--- src/rtl/multi_lane_distributer_pkg.sv ---
// ----------------------------------------------------------------------------
// multi_lane_distributer_pkg
// Shared types and helpers for the multi-lane distributer and its RX merger:
//   - rx_state_t      : RX state encoding (IDLE / OS / MERGE)
//   - DEFAULT_BYTE_W  : default lane symbol width
//   - lanes_legal()   : lane-count legality check (1, 2 or 4)
//   - idx_width()     : width of a lane index register (at least 1 bit)
// ----------------------------------------------------------------------------
package multi_lane_distributer_pkg;

   localparam int unsigned DEFAULT_BYTE_W = 8;

   typedef enum logic [1:0] {
      RX_IDLE  = 2'd0,
      RX_OS    = 2'd1,
      RX_MERGE = 2'd2
   } rx_state_t;

   function automatic logic lanes_legal(input int unsigned n);
      return (n == 1) || (n == 2) || (n == 4);
   endfunction

   function automatic int unsigned idx_width(input int unsigned n);
      return (n > 1) ? $clog2(n) : 1;
   endfunction

endpackage

--- src/rtl/multi_lane_distributer_lane_merger.sv ---
// ----------------------------------------------------------------------------
// lane_merger
// RX side of the distributer. In ordered-set mode the lane word is registered
// straight through. In transport mode a lane word is captured into a holding
// register and serialised lane 0 first, one byte per cycle.
// Ports:
//   clk, rst          : clock, async active-high reset
//   i_enable          : receive enable (0 forces IDLE, all outputs 0)
//   i_data_os         : 0 = ordered-set, 1 = transport
//   i_lanes, i_valid  : deskewed lane word and qualifier
//   o_ready           : lane word accepted this cycle when i_valid=1
//   o_lanes           : ordered-set word out (0 in transport mode)
//   o_byte(_valid)    : merged transport byte and qualifier
//   o_lanes_on        : RX data bus enable
//   o_data_os         : registered copy of the RX mode
// ----------------------------------------------------------------------------
module lane_merger
   import multi_lane_distributer_pkg::*;
#(
   parameter int unsigned NUM_LANES = 2,
   parameter int unsigned BYTE_W    = DEFAULT_BYTE_W
) (
   input  logic                        clk,
   input  logic                        rst,
   input  logic                        i_enable,
   input  logic                        i_data_os,
   input  logic [NUM_LANES*BYTE_W-1:0] i_lanes,
   input  logic                        i_valid,
   output logic                        o_ready,
   output logic [NUM_LANES*BYTE_W-1:0] o_lanes,
   output logic [BYTE_W-1:0]           o_byte,
   output logic                        o_byte_valid,
   output logic                        o_lanes_on,
   output logic                        o_data_os
);

   localparam int unsigned IDX_W = idx_width(NUM_LANES);

   rx_state_t                   r_state;
   logic [NUM_LANES*BYTE_W-1:0] r_hold;
   logic [IDX_W-1:0]            r_idx;
   logic [BYTE_W-1:0]           r_byte;
   logic                        r_byte_valid;
   logic                        r_ready;
   logic [NUM_LANES*BYTE_W-1:0] r_lanes;
   logic                        r_lanes_on;
   logic                        r_data_os;

   logic [IDX_W-1:0]            w_next_idx;
   logic [BYTE_W-1:0]           w_next_byte;
   logic                        w_last;
   logic                        w_take;

   // r_idx is the lane currently presented on o_byte
   assign w_next_idx = r_idx + IDX_W'(1);
   assign w_last     = (r_idx == IDX_W'(NUM_LANES - 1));
   assign w_take     = (r_state != RX_IDLE) && r_ready && i_valid;

   // Select the next lane from the holding register (loop keeps selects in range)
   always_comb begin
      w_next_byte = '0;
      for (int k = 0; k < NUM_LANES; k++) begin
         if (IDX_W'(k) == w_next_idx) begin
            w_next_byte = r_hold[k*BYTE_W +: BYTE_W];
         end
      end
   end

   // RX state machine; o_ready is precomputed so it is 1 while empty or
   // while the last lane is on the output, giving back-to-back stripes
   always_ff @(posedge clk or posedge rst) begin
      if (rst) begin
         r_state      <= RX_IDLE;
         r_hold       <= '0;
         r_idx        <= '0;
         r_byte       <= '0;
         r_byte_valid <= 1'b0;
         r_ready      <= 1'b0;
         r_lanes      <= '0;
         r_lanes_on   <= 1'b0;
         r_data_os    <= 1'b0;
      end else if (!i_enable) begin
         r_state      <= RX_IDLE;
         r_hold       <= '0;
         r_idx        <= '0;
         r_byte       <= '0;
         r_byte_valid <= 1'b0;
         r_ready      <= 1'b0;
         r_lanes      <= '0;
         r_lanes_on   <= 1'b0;
         r_data_os    <= 1'b0;
      end else begin
         r_lanes_on <= 1'b1;
         r_data_os  <= i_data_os;
         if (!i_data_os) begin
            // Ordered-set pass-through; also flushes any stripe in flight
            r_state      <= RX_OS;
            r_lanes      <= i_lanes;
            r_hold       <= '0;
            r_idx        <= '0;
            r_byte       <= '0;
            r_byte_valid <= 1'b0;
            r_ready      <= 1'b1;
         end else begin
            r_state <= RX_MERGE;
            r_lanes <= '0;
            if (w_take) begin
               r_hold       <= i_lanes;
               r_idx        <= '0;
               r_byte       <= i_lanes[BYTE_W-1:0];
               r_byte_valid <= 1'b1;
               r_ready      <= (NUM_LANES == 1);
            end else if ((r_state == RX_MERGE) && r_byte_valid && !w_last) begin
               r_idx        <= w_next_idx;
               r_byte       <= w_next_byte;
               r_ready      <= (w_next_idx == IDX_W'(NUM_LANES - 1));
            end else begin
               r_hold       <= '0;
               r_idx        <= '0;
               r_byte       <= '0;
               r_byte_valid <= 1'b0;
               r_ready      <= 1'b1;
            end
         end
      end
   end

   assign o_ready      = r_ready;
   assign o_lanes      = r_lanes;
   assign o_byte       = r_byte;
   assign o_byte_valid = r_byte_valid;
   assign o_lanes_on   = r_lanes_on;
   assign o_data_os    = r_data_os;

endmodule

--- src/rtl/multi_lane_distributer.sv ---
// ----------------------------------------------------------------------------
// multi_lane_distributer
// TX: ordered-set words are registered through; transport bytes are striped
//     across NUM_LANES lanes (byte j of a stripe to lane j) and the full
//     stripe is presented for one cycle with tx_valid_o.
// RX: delegated to lane_merger (ordered-set pass-through / byte merge).
// Ports:
//   clk, rst                    : clock, async active-high reset
//   enable_t, enable_r          : TX / RX enables
//   data_os_i                   : 0 = ordered-set, 1 = transport (both sides)
//   tx_byte_i, tx_byte_valid_i  : transport byte in
//   tx_lanes_i                  : ordered-set symbols in
//   tx_lanes_o, tx_valid_o      : lane symbols to encoders
//   enable_enc                  : encoder enable
//   rx_lanes_i, rx_valid_i      : deskewed lanes in;  rx_ready_o : accept
//   rx_lanes_o                  : ordered-set symbols out
//   rx_byte_o, rx_byte_valid_o  : merged transport byte out
//   rx_lanes_on, data_os_o      : RX bus enable, registered RX mode
// ----------------------------------------------------------------------------
module multi_lane_distributer
   import multi_lane_distributer_pkg::*;
#(
   parameter int unsigned NUM_LANES = 2,
   parameter int unsigned BYTE_W    = DEFAULT_BYTE_W
) (
   input  logic                        clk,
   input  logic                        rst,
   input  logic                        enable_t,
   input  logic                        enable_r,
   input  logic                        data_os_i,
   input  logic [BYTE_W-1:0]           tx_byte_i,
   input  logic                        tx_byte_valid_i,
   input  logic [NUM_LANES*BYTE_W-1:0] tx_lanes_i,
   output logic [NUM_LANES*BYTE_W-1:0] tx_lanes_o,
   output logic                        tx_valid_o,
   output logic                        enable_enc,
   input  logic [NUM_LANES*BYTE_W-1:0] rx_lanes_i,
   input  logic                        rx_valid_i,
   output logic                        rx_ready_o,
   output logic [NUM_LANES*BYTE_W-1:0] rx_lanes_o,
   output logic [BYTE_W-1:0]           rx_byte_o,
   output logic                        rx_byte_valid_o,
   output logic                        rx_lanes_on,
   output logic                        data_os_o
);

   localparam int unsigned IDX_W = idx_width(NUM_LANES);

   if (!lanes_legal(NUM_LANES)) begin : g_bad_lanes
      $error("multi_lane_distributer: NUM_LANES must be 1, 2 or 4");
   end

   logic [IDX_W-1:0]            r_tx_idx;
   logic [NUM_LANES*BYTE_W-1:0] r_tx_buf;
   logic [NUM_LANES*BYTE_W-1:0] r_tx_lanes;
   logic                        r_tx_valid;
   logic                        r_enable_enc;

   logic [NUM_LANES*BYTE_W-1:0] w_tx_stripe;
   logic                        w_tx_last;

   assign w_tx_last = (r_tx_idx == IDX_W'(NUM_LANES - 1));

   // Stripe buffer with the incoming byte dropped into the current lane
   always_comb begin
      w_tx_stripe = r_tx_buf;
      for (int k = 0; k < NUM_LANES; k++) begin
         if (IDX_W'(k) == r_tx_idx) begin
            w_tx_stripe[k*BYTE_W +: BYTE_W] = tx_byte_i;
         end
      end
   end

   // TX striping; any cycle in ordered-set mode drops a partial stripe
   always_ff @(posedge clk or posedge rst) begin
      if (rst) begin
         r_tx_idx     <= '0;
         r_tx_buf     <= '0;
         r_tx_lanes   <= '0;
         r_tx_valid   <= 1'b0;
         r_enable_enc <= 1'b0;
      end else if (!enable_t) begin
         r_tx_idx     <= '0;
         r_tx_buf     <= '0;
         r_tx_valid   <= 1'b0;
         r_enable_enc <= 1'b0;
      end else begin
         r_enable_enc <= 1'b1;
         if (!data_os_i) begin
            r_tx_lanes <= tx_lanes_i;
            r_tx_valid <= 1'b1;
            r_tx_idx   <= '0;
            r_tx_buf   <= '0;
         end else begin
            r_tx_valid <= 1'b0;
            if (tx_byte_valid_i) begin
               if (w_tx_last) begin
                  r_tx_lanes <= w_tx_stripe;
                  r_tx_valid <= 1'b1;
                  r_tx_idx   <= '0;
                  r_tx_buf   <= '0;
               end else begin
                  r_tx_buf   <= w_tx_stripe;
                  r_tx_idx   <= r_tx_idx + IDX_W'(1);
               end
            end
         end
      end
   end

   assign tx_lanes_o = r_tx_lanes;
   assign tx_valid_o = r_tx_valid;
   assign enable_enc = r_enable_enc;

   lane_merger #(
      .NUM_LANES (NUM_LANES),
      .BYTE_W    (BYTE_W)
   ) u_lane_merger (
      .clk          (clk),
      .rst          (rst),
      .i_enable     (enable_r),
      .i_data_os    (data_os_i),
      .i_lanes      (rx_lanes_i),
      .i_valid      (rx_valid_i),
      .o_ready      (rx_ready_o),
      .o_lanes      (rx_lanes_o),
      .o_byte       (rx_byte_o),
      .o_byte_valid (rx_byte_valid_o),
      .o_lanes_on   (rx_lanes_on),
      .o_data_os    (data_os_o)
   );

endmodule
--- config.mk ---
export PLATFORM = sky130hd
export DESIGN_NAME = multi_lane_distributer
export DESIGN_NICKNAME = d
export VERILOG_FILES = /design/src/rtl/multi_lane_distributer_pkg.sv /design/src/rtl/multi_lane_distributer_lane_merger.sv /design/src/rtl/multi_lane_distributer.sv
export SDC_FILE = /design/constraint.sdc
export NUM_CORES = 1
export LEC_CHECK = 0
export BUFFER_PORTS_ARGS = -buffer_cell sky130_fd_sc_hd__buf_4
export CORE_MARGIN = 4
export CORE_UTILIZATION = 48
export DETAILED_ROUTE_END_ITERATION = 12
export PLACE_DENSITY_LB_ADDON = 0.05
export RECOVER_POWER = 100
export SYNTH_ARGS = -nofsm -noshare
export SYNTH_HDL_FRONTEND = slang
export SYNTH_SLANG_ARGS = --single-unit
--- constraint.sdc ---
create_clock -name clk -period 2.31 [get_ports clk]
set_input_delay 0.462 -clock clk [delete_from_list [all_inputs] [get_ports clk]]
set_output_delay 0.462 -clock clk [all_outputs]
set_load 0.02 [all_outputs]
Word-level counts from Yosys, hierarchy flattened:

Cells that the tools add are included.

* add/subtract/negate cells: 2
* equality and inequality tests: 5
* multiplexer cells: 45
* reduce and logical (&&, ||, !) cells: 7

Operator list (number)
* 2-to-1 mux 16 bit: 13
* 2-to-1 mux 8 bit: 7
* 2-to-1 mux 1 bit: 23
* logical AND 1 bit: 4
* 2-to-1 mux 2 bit: 2
* inequality test 2 x 1 -> 1 bit (second input constant): 2
* inequality test 4 x 3 -> 1 bit (second input constant): 1
* inequality test 3 x 2 -> 1 bit (second input constant): 1
* AND reduction 3 bit: 1
* adder 1 bit (second input constant): 2
* == test 2 bit (second input constant): 1
* nonzero test 2 bit: 1
* zero test 1 bit: 1

* register bits after elaboration: 82
* input bits: 47
* output and inout port bits: 46
* word-level logic and storage cells: 73

Longest topological paths before layout:

Gate-level depths: netlist of the first run.

* depth after elaboration: 7
* mapped depth: 5
* mapped depth without buffers: 3

Cells and area by module:

A second synthesis of the first run with hierarchy kept.

* cell total of the unflattened synthesis: 205
* area, all modules: 2693.8 µm²

Modules (own cells, without submodules)
* multi_lane_distributer: times used 1, cells each 118, area each 1353.8 µm², sequential area each 675.6 µm²
* lane_merger: times used 1, cells each 87, area each 1340.0 µm², sequential area each 950.9 µm²

Worst setup path before layout of the first run:

Ideal clock, no wire load.

* path kind: reg2reg
* start point: reg u_lane_merger.o_data_os (netlist name)
* end point: reg u_lane_merger.r_byte[0] (netlist: u_lane_merger.o_byte[0])
* setup time: 121 ps
* data arrival time: 1299 ps
* data required time: 2189 ps
* path slack: 890 ps
* cell stages (with the launch flop): 6
* buffers on the path: 2
* period minus slack after synthesis: 1420 ps
* path through: dfrtp_1 > o211a_1 > nor2b_1 > buf_2 > buf_6 > a22o_1

RTL lines
* to (signal assigned): RTL line multi_lane_distributer_lane_merger.sv:110 `r_byte <= i_lanes[BYTE_W-1:0];`
* to (signal assigned): RTL line multi_lane_distributer_lane_merger.sv:115 `r_byte <= w_next_byte;`
* to (decl): RTL line multi_lane_distributer_lane_merger.sv:42 `logic [BYTE_W-1:0] r_byte;`

Worst setup path after layout of the first run:

* start point: reg u_lane_merger.r_state[0]
* end point: reg u_lane_merger.r_hold[15]

* word-level cells in the longest chain between the ends: 6
* elaborated cells between the ends (all ways): 10
* classes of those cells: eq/ne: 2; mux: 3; reduce/logical: 5

Ends and longest elaborated chain
* from (decl): RTL line multi_lane_distributer_lane_merger.sv:39 `rx_state_t r_state;`
* from (signal assigned): RTL line multi_lane_distributer_lane_merger.sv:73 `r_state <= RX_IDLE;`
* from (signal assigned): RTL line multi_lane_distributer_lane_merger.sv:83 `r_state <= RX_IDLE;`
* from (signal assigned): RTL line multi_lane_distributer_lane_merger.sv:97 `r_state <= RX_OS;`
* nonzero test 2 bit: RTL line multi_lane_distributer_lane_merger.sv:57 `assign w_take = (r_state != RX_IDLE) && r_ready && i_valid;`
* logical AND 1 bit (2 in a row): RTL line multi_lane_distributer_lane_merger.sv:57
* 2-to-1 mux 16 bit: RTL line multi_lane_distributer_lane_merger.sv:107 `if (w_take) begin`
* 2-to-1 mux 16 bit: RTL line multi_lane_distributer_lane_merger.sv:95 `if (!i_data_os) begin`
* 2-to-1 mux 16 bit: RTL line multi_lane_distributer_lane_merger.sv:82 `end else if (!i_enable) begin`
* to (signal assigned): RTL line multi_lane_distributer_lane_merger.sv:108 `r_hold <= i_lanes;`
* to (decl): RTL line multi_lane_distributer_lane_merger.sv:40 `logic [NUM_LANES*BYTE_W-1:0] r_hold;`

Parallel ways exist; a longest one is shown, timed or not.
A chain may end at the register's enable or synchronous reset.

==> results.md, run 1 <==
- The total stage count of the critical path is 4.
- The worst-case reg-to-reg path depth is 4.
- Power spread over the standard cell area amounts to 792 nW/um^2.
- The clock period could shrink to 1780 ps.
- For this design, the slowest cell found on the critical path is sky130_fd_sc_hd__clkbuf_1.
- In this run the standard cell core region covers 5110 um^2.
- In this run, placement finished with an instance count of 352.
- After clock tree synthesis, the clock-pin slew on the worst setup and hold paths is 70 ps.
- The launch instance of the worst register-to-register path is u_lane_merger.r_state[0]$_DFF_PP0_.
- The share of Yosys cell area claimed by the top area cell type is 64.2%.
- The tree built by TritonCTS fans out to 65 sinks.
- The post-route antenna net violation count is 0.
- The smallest setup slack after layout is 533 ps.
- The post-synthesis cell type count is 22.
- In this run the worst hold path is classified as input pin to flip-flop.
- The insertion delay to the later sink of the worst-skew pair is 330 ps.
- The async set or reset register ratio after synthesis is 100%.
- At the end of routability-driven placement, the weighted congestion stood at 0.812.
- For this run, the post-layout net count is 340.
- The via count normalized by instance count is 5.26.
- Before antenna repair, the detailed router went through 4 iterations.
- The capture point of the critical path is u_lane_merger.r_hold[15]$_DFFE_PP0P_.
- The post-synthesis instance area is 2530 um^2.
- In the final routed layout, each cell accounts on average for 16.2 um.
- The placed instances occupy a cell area of 3240 um^2.
- The placement row count is 26.
- The number of hold buffers added after CTS is 0.
- TritonCTS built the clock tree.
- The H-tree depth is 3.
- The number of hold-slack violations in the final timing report came to 0.
- The leakage component of the power is 1.48 nW.
- The flow ran to the end, and the final reports show no timing, DRC or antenna violations.
- Before CTS, the worst setup slack after placement is 566 ps.
- Setup repair after global routing left no endpoint under its margin.
- The max-cap violation count is 0.
- Dividing the synthesized area by the synthesized cell count gives 12.4 um^2.
- The number of synthesized flops with an enable pin is 0.
- The post-DP HPWL is 4.08 mm.
- IR analysis of the VDD net gives a maximum drop of 458 uV.
- The accumulated negative setup slack is 0 ps.
- Setup violations remaining at the end of the flow were counted as 0.
- Post-CTS timing repair inserted 0 buffers for setup.
- At the pin with the least slew margin, the transition time is 1190 ps.
- Summing the sequential cell areas from Yosys gives 64.2% of the chip area.
- Yosys attributes the largest share of cell area to sky130_fd_sc_hd__dfrtp_1, sky130_fd_sc_hd__o22ai_1, sky130_fd_sc_hd__a22o_1.
- STA classifies the critical path startpoint as a flip-flop.
- In this run the deepest clock path goes through 2 buffers.
- The first-pass GRT wire length is 9.56 mm.
- The highest cell delay on the worst timing path is 620 ps.
- The via count of the first global-routing pass is 1961.
- The count of warnings emitted by yosys is 0.
- After synthesis, the most frequently instantiated cells are sky130_fd_sc_hd__dfrtp_1, sky130_fd_sc_hd__o22ai_1, sky130_fd_sc_hd__a21oi_1, sky130_fd_sc_hd__and2_1, sky130_fd_sc_hd__a22o_1.
- The total via count in the routed design is 1937.
- Among cell families on the critical path, the largest total delay comes from buffers and inverters.
- The biggest area contributor in the post-synthesis netlist is sky130_fd_sc_hd__dfrtp_1.
- The worst setup path startpoint is u_lane_merger.r_state[0]$_DFF_PP0_.
- The final-report max-slew violation count came to 0.
- Based on the critical path, the design can be clocked at up to 563 MHz.
- Measured along the y axis, the die boundary spans 80.7 um.
- In this run, CTS created clock tree buffers numbering 9.
- The share of post-route cells with drive strength above 1 is 21.5%.
- The die extent in x is 80.7 um.
- STA puts the critical path data arrival time at 2040 ps.
- The count of unresolved DRC violations after routing is 0.
- The post-route clock skew is 7.34 ps.
- Measured against its own limit, the worst slew margin works out to 20.4%.
- The category of the worst setup path capture point is a flip-flop.
- The total overflow left after global routing is 0.
- The buffer cell driving the clock tree root is sky130_fd_sc_hd__clkbuf_8.
- The non-filler instance count after layout is 368.
- Among all flip-flop cells after synthesis, the most frequent one is sky130_fd_sc_hd__dfrtp_1.
- After layout, the worst path uses 76.9% of the clock period.
- Counting every net in the synthesized netlist gives 252.
- The critical path goes through nand4bb_1 -> a211oi_4 -> clkbuf_1 -> a22o_1.
- Once the floorplan was initialized, standard cells occupied 49.6% of the core.
- The largest net degree at the start of global routing is 37.
- The synthesized design contains 65 register bits.
- 93 I/O pins were placed.
- The destination of the worst register-to-register timing path is u_lane_merger.r_hold[15]$_DFFE_PP0P_.
- The initial antenna violation count is 0.
- The total routing resource utilization after global routing is 19.6%.
- In this run the worst path has a maximum fanout of 17.
- After detailed routing, the total wire length is 5.97 mm.
- The count of inserted antenna diode cells is 0.
- On the final layout, the worst hold slack is 285 ps.
- The violation count after the first detailed-routing iteration is 116.
- The number of instances in the synthesized netlist is 205.
- The critical path data required time is 2570 ps.
- Across all register-to-register paths, the minimum setup slack is 530 ps.
- The most common cell in the synthesized netlist is sky130_fd_sc_hd__dfrtp_1.
- The category of the most critical setup path is flip-flop to flip-flop.
- The finished cells cover 3250 um^2.
- The area growth from synthesis to layout is 28.2%.
- Together, buffers and inverters on the worst path number 1.
- The die covers 6510 um^2.
- The total of cells resized after clock tree synthesis is 0.
- Port buffering added 92 buffers.
[cell usage in the layout (no fill, tap or decap), types with 2 or more instances in the layout]
cell                        n
sky130_fd_sc_hd__nor2b_1    2
sky130_fd_sc_hd__and2_1     5
sky130_fd_sc_hd__a21boi_0   2
sky130_fd_sc_hd__nand3b_1   8
sky130_fd_sc_hd__and2_0    12
sky130_fd_sc_hd__buf_4     44
sky130_fd_sc_hd__a22o_1    16
sky130_fd_sc_hd__dfrtp_1   65
sky130_fd_sc_hd__nand2b_1   9
sky130_fd_sc_hd__clkbuf_1  49
sky130_fd_sc_hd__o22ai_1   32
sky130_fd_sc_hd__inv_1      2
sky130_fd_sc_hd__nand2_1    2
sky130_fd_sc_hd__clkinv_2   4
sky130_fd_sc_hd__a21oi_1   24
sky130_fd_sc_hd__clkbuf_8  10
[cell families (layout without fill, tap and decap cells)]
kind of cell              Yosys count  after routing  share of synthesized area [%]
AOI/OAI and AO/OA                  77             77                           20.2
DFF                                65             65                           64.2
buffers and inverters              20            113                           4.64
and+or+nand+nor                    42             42                           10.6
xor gates and xnor gates            1              1                          0.346
[report_power, final]
part	switching (mW)	internal [mW]
Clock	0.423	0.520
Sequential	0.0498	1.21
Combinational	0.221	0.150
[layer usage]
layer  part of all wire [%]  vias up  track usage, %
met1                     42      943            25.0
met5                      0        -               0
met4                    1.2        0            7.60
met2                     51       63            31.7
met3                    6.1        9            5.38
li1                       -      922               -
[cell type report]
cell class	instances	area, um^2
clock buffer	10	138
multi-input combinational	120	791
fill	474	1860
inverter	2	7.51
tap	70	87.6
clock inverter	6	57.6
timing repair buffer	95	542
sequential	65	1630
[stage by stage]
stage	util [%]	power [mW]
2_1_floorplan	-	1.50
3_3_place_gp	63.4	1.70
3_5_place_dp	63.4	1.71
4_1_cts	67.2	2.65
5_1_grt	63.6	2.69
6_report	63.6	2.57
[worst min-delay path by stage]
stage,slack (ps),startpoint,depth (start not counted),to
final,290,enable_r,1,u_lane_merger.o_lanes_on$_DFF_PP0_
after global routing,290,enable_r,1,u_lane_merger.o_lanes_on$_DFF_PP0_
after CTS,240,rst,2,u_lane_merger.o_lanes_on$_DFF_PP0_
after detailed placement,490,u_lane_merger.r_hold[9]$_DFFE_PP0P_,1,u_lane_merger.o_byte[1]$_DFF_PP0_
after global placement,490,u_lane_merger.r_hold[8]$_DFFE_PP0P_,1,u_lane_merger.r_hold[8]$_DFFE_PP0P_
after floorplan,470,u_lane_merger.r_hold[8]$_DFFE_PP0P_,1,u_lane_merger.o_byte[0]$_DFF_PP0_
[sequential cells by signal, summed over array words and instances (netlist names)]
register                    count
enable_enc                      1
r_tx_buf                        8
r_tx_idx                        1
tx_lanes_o                     16
tx_valid_o                      1
u_lane_merger.o_byte            8
u_lane_merger.o_byte_valid      1
u_lane_merger.o_data_os         1
u_lane_merger.o_lanes          16
u_lane_merger.o_lanes_on        1
u_lane_merger.o_ready           1
u_lane_merger.r_hold            8
u_lane_merger.r_idx             1
u_lane_merger.r_state           1
Note: power is estimated with default switching activity, not from simulation.
==> run 2, diff against run 1 <==
ABC_AREA = 1   (was default)
CORE_UTILIZATION = 50   (was 48)
clock period = 1.7 ns   (was 2.31 ns; I/O delays follow)
==> run 2 against run 1 <==
First-iteration DRC count increased by 9.5%. Worst setup slack lost 300 ps. Count of clock-buffer cells in the layout is 2 higher. Die area grew 14%. Critical path depth is 1 lower. Critical path type unchanged. Critical endpoint is now r_tx_buf[6]$_DFFE_PP0P_. Highest routed layer unchanged.
==> results.md, run 2 <==
- The library cell used most frequently in the layout, excluding fill and tap cells, is sky130_fd_sc_hd__nand2_1.
- The count of unresolved DRC violations after routing was 0 (unchanged).
- The total of cells resized after clock tree synthesis is 0 (unchanged).
- The number of I/O pins is 93 (unchanged).
- The clock period minus final worst setup slack was 1470 ps (-310 ps).
- The first-pass GRT wire length is 12.5 mm (+30%).
- The arrival time reported for the critical path endpoint was 1730 ps (-310 ps).
- The minimum setup slack after placement is 263 ps (-304 ps).
- The async set or reset register ratio after synthesis is 100% (unchanged).
- The count of warnings emitted by yosys is 0 (unchanged).
- The leakage component of the power is 2.09 nW (+41%).
- The post-synthesis share of cell area spent on full adders, half adders and majority gates is 0% (unchanged).
- The number of inserted filler cells in the final layout is 579 (+22%).
- The accumulated negative setup slack is 0 ps (unchanged).
- The flow ran to the end, and the final reports show no timing, DRC or antenna violations.
- The total routing resource utilization after global routing is 21.8% (+2.2 points).
- The sequential area share after synthesis was 59.9% (-4.3 points).
- The multiplexer share of the synthesized area is 0% (unchanged).
- The worst-case headroom to the max-slew limit was 44.6% (+24 points).
- The simple-gate share of the synthesized area is 30.6% (+20 points).
- The total power after layout is 3.83 mW (+49%).
- The power per cell area is 1010 nW/um^2 (+27%).
- The transition time of the tightest slew-check pin is 831 ps (-362 ps).
- The category of the worst setup path capture point is a flip-flop.
- The area of all placed cells without fillers is 3810 um^2 (+17%).
- The non-filler instance count after layout came to 531 (+44%).
- The count of buffering cells on the critical path with inverters included is 1 (unchanged).
- The number of storage elements in the synthesis netlist was 73 (+12%).
- The highest cell delay on the worst timing path came to 560 ps (-60 ps).
- The internal power of the cells is 2.79 mW (+48%).
- The cell taking the most area after synthesis is sky130_fd_sc_hd__dfrtp_1.
- CTS placed an instance of sky130_fd_sc_hd__clkbuf_8 at the clock tree root.
- The total die area is 7410 um^2 (+14%).
- The maximum clock insertion buffer count came to 2 (unchanged).
- Walking the worst path, the cells encountered are inv_2 -> nand4_2 -> o22ai_1.
- The fraction of power consumed by sequential logic is 48.7% (-0.2 points).
- The post-route antenna net violation count is 0 (unchanged).
- The placer's final routability congestion estimate was 0.765 (-5.8%).
- The switching part of the total power is 27.2% (+0.24 points).
- The number of detailed-routing iterations run before antenna repair came to 4 (unchanged).
- The via count of the first global-routing pass was 2614 (+33%).
- The mean instance size in the synthesized netlist is 8.54 um^2 (-31%).
- The element type at the critical path start is a flip-flop.
- In the post-synthesis netlist, the biggest area contributors are sky130_fd_sc_hd__dfrtp_1, sky130_fd_sc_hd__nand2_1, sky130_fd_sc_hd__nand3_1.
- The clock network fraction of total power is 37.7% (+1.0 points).
- The aggregate global routing overflow is 0 (unchanged).
- The final worst-path cycle share is 86.3% (+9.3 points).
- The average detailed-routed wire length per instance is 13.9 um (-14%).
- The number of buffers inserted to repair setup after CTS is 0 (unchanged).
- The largest net degree at the start of global routing came to 35 (-5.4%).
- The most used flip-flop cell after synthesis is sky130_fd_sc_hd__dfrtp_1.
- The initial antenna violation count is 0 (unchanged).
- The cell type of the slowest stage on the worst timing path is sky130_fd_sc_hd__dfrtp_1.
- The starting utilization of the core area was 51.5% (+1.9 points).
- The share of post-route cells with drive strength above 1 is 16.7% (-4.8 points).
- The largest family of logic cells by synthesized area is simple AND/OR/NAND/NOR gates.
- The clock-pin slew reported for the worst setup and hold paths after clock tree synthesis is 80 ps (about the same).
- The sum of routed wire length over all layers is 7.37 mm (+23%).
- The startpoint identified for the worst register-to-register timing path is r_tx_idx$_DFFE_PP0P_.
- The critical path data required time was 1960 ps (-610 ps).
- The number of nets at the end of the flow is 498 (+46%).
- The count of buffers from port buffering came to 92 (unchanged).
- The net count after synthesis came to 404 (+60%).
- The number of buffers created by CTS was 9 (unchanged).
- The via count normalized by instance count was 4.83 (-8.3%).
- The final design utilization is 64.4% (+0.77 points).
- The post-DP HPWL came to 5.35 mm (+31%).
- The worst IR drop on VDD came to 667 uV (+46%).
- The part of the total power dissipated in combinational logic is 13.6% (-0.8 points).
- The share of Yosys cell area claimed by the top area cell type was 59.9% (-4.3 points).
- The cell area reported after detailed placement was 3830 um^2 (+18%).
- The insertion delay to the later sink of the worst-skew pair came to 350 ps (+20 ps).
- Among all cell types in the netlist, the one instantiated most often is sky130_fd_sc_hd__nand2_1.
- The number of hold buffers added after CTS came to 0 (unchanged).
- In this run the worst setup path begins at r_tx_idx$_DFFE_PP0P_.
- The commonest cells after synthesis are sky130_fd_sc_hd__nand2_1, sky130_fd_sc_hd__dfrtp_1, sky130_fd_sc_hd__nand3_1, sky130_fd_sc_hd__inv_1, sky130_fd_sc_hd__nor2_1.
- The count of final setup violators is 0 (unchanged).
- The number of instances in the synthesized netlist is 357 (+74%).
- The area of the core is 5920 um^2 (+16%).
- The max-cap violation count is 0 (unchanged).
- The worst hold slack is 70.1 ps (-215 ps).
- The die extent in x was 86.1 um (+6.7%).
- The post-synthesis instance area came to 3050 um^2 (+20%).
- The smallest setup slack after layout is 234 ps (-300 ps).
- The y dimension of the die is 86.1 um (+6.7%).
- The category of the most critical setup path is flip-flop to flip-flop.
- The violation count after the first detailed-routing iteration is 127 (+9.5%).
- The final-report max-slew violation count was 0 (unchanged).
- The path class of the tightest hold or removal check is input pin to async pin.
- The area share of xor/xnor cells in the synthesized design is 0% (-0.35 points).
- The maximum frequency from static timing analysis was 682 MHz (+21%).
- Setup repair after global routing left no endpoint under its margin.
- The CTS tree is done.
- Leaving out fill and tap cells, the most frequent cells in the layout are sky130_fd_sc_hd__nand2_1, sky130_fd_sc_hd__dfrtp_1, sky130_fd_sc_hd__clkbuf_1.
- The post-synthesis cell type count came to 18 (-18%).
- The H-tree depth was 3 (unchanged).
- The number of placed cells counting well taps is 515 (+46%).
- The number of synthesized flops with an enable pin was 0 (unchanged).
- The post-synthesis to final-layout area growth is 25.0%.
- The total via count in the routed design came to 2564 (+32%).
- The kind of cell with the highest combined delay on the critical path is flip-flops.
- The count of inserted antenna diode cells is 0 (unchanged).
- The number of hold-slack violations in the final timing report is 0 (unchanged).
- The post-route clock skew is 10.8 ps (+3.50 ps).
- The clock net sink count is 73 (+12%).
- The net switching power is 1.04 mW (+50%).
- The synthesized-area fraction occupied by ao, oa, aoi and oai cells is 2.67% (-18 points).
- The placement row count came to 28 (+7.7%).
- The maximum fanout along the worst path is 18 (+1).
-- run 2: changes by cell type after synthesis, moves of 6 or more --
cell | before | now
sky130_fd_sc_hd__dfrtp_1 | 65 | 73
sky130_fd_sc_hd__nand2b_1 | 9 | 0
sky130_fd_sc_hd__and2_1 | 17 | 0
sky130_fd_sc_hd__o22ai_1 | 32 | 8
sky130_fd_sc_hd__nand2_1 | 2 | 149
sky130_fd_sc_hd__a22o_1 | 16 | 0
sky130_fd_sc_hd__inv_2 | 0 | 6
sky130_fd_sc_hd__a21oi_1 | 24 | 2
sky130_fd_sc_hd__nor2_1 | 1 | 27
sky130_fd_sc_hd__nand3_1 | 1 | 41
sky130_fd_sc_hd__inv_1 | 2 | 27
sky130_fd_sc_hd__nand3b_1 | 8 | 0
-- run 2: cell type report --
class	count	area (um^2)	area share (%)
clock buffer	12	165	4.33
clock inverter	4	50.0	1.31
inverter	34	129	3.38
multi-input combinational	235	997	26.2
sequential	73	1830	47.9
tap	75	93.8	2.46
timing repair buffer	98	551	14.4
-- run 2: logic make-up after synthesis --
family	count (synthesis)
simple gates	223
flops	73
buf+inv	49
compound gates	12
-- run 2: routing by layer --
layer | vias to the layer above | share of wire, % | track usage (%)
met4 | 0 | 2.1 | 9.06
met5 | - | 0 | 0
met1 | 1202 | 43 | 28.2
li1 | 1287 | - | -
met2 | 62 | 49 | 34.5
met3 | 13 | 5.3 | 6.05
-- run 2: power groups by stage --
| stage | combinational [mW] | sequential [mW] | clock (mW) |
|---|---|---|---|
| 2_1_floorplan | 0.228 | 1.99 | 0 |
| 3_3_place_gp | 0.596 | 1.90 | 0 |
| 3_5_place_dp | 0.609 | 1.90 | 0 |
| 4_1_cts | 0.609 | 1.87 | 1.46 |
| 5_1_grt | 0.582 | 1.88 | 1.55 |
| 6_report | 0.520 | 1.87 | 1.44 |
-- run 2: final timing paths --
check | end | slack [ps] | cells after the start
min | tx_lanes_o[10]$_DFFE_PP0P_ | 70 | 2
max reg2reg | r_tx_buf[6]$_DFFE_PP0P_ | 230 | 3
min reg2reg | tx_lanes_o[0]$_DFFE_PP0P_ | 490 | 2
max | r_tx_buf[6]$_DFFE_PP0P_ | 230 | 3
max in group asynchronous | r_tx_buf[15]$_DFFE_PP0P_ | 400 | 3
min in group clk | u_lane_merger.o_lanes_on$_DFF_PP0_ | 180 | 1
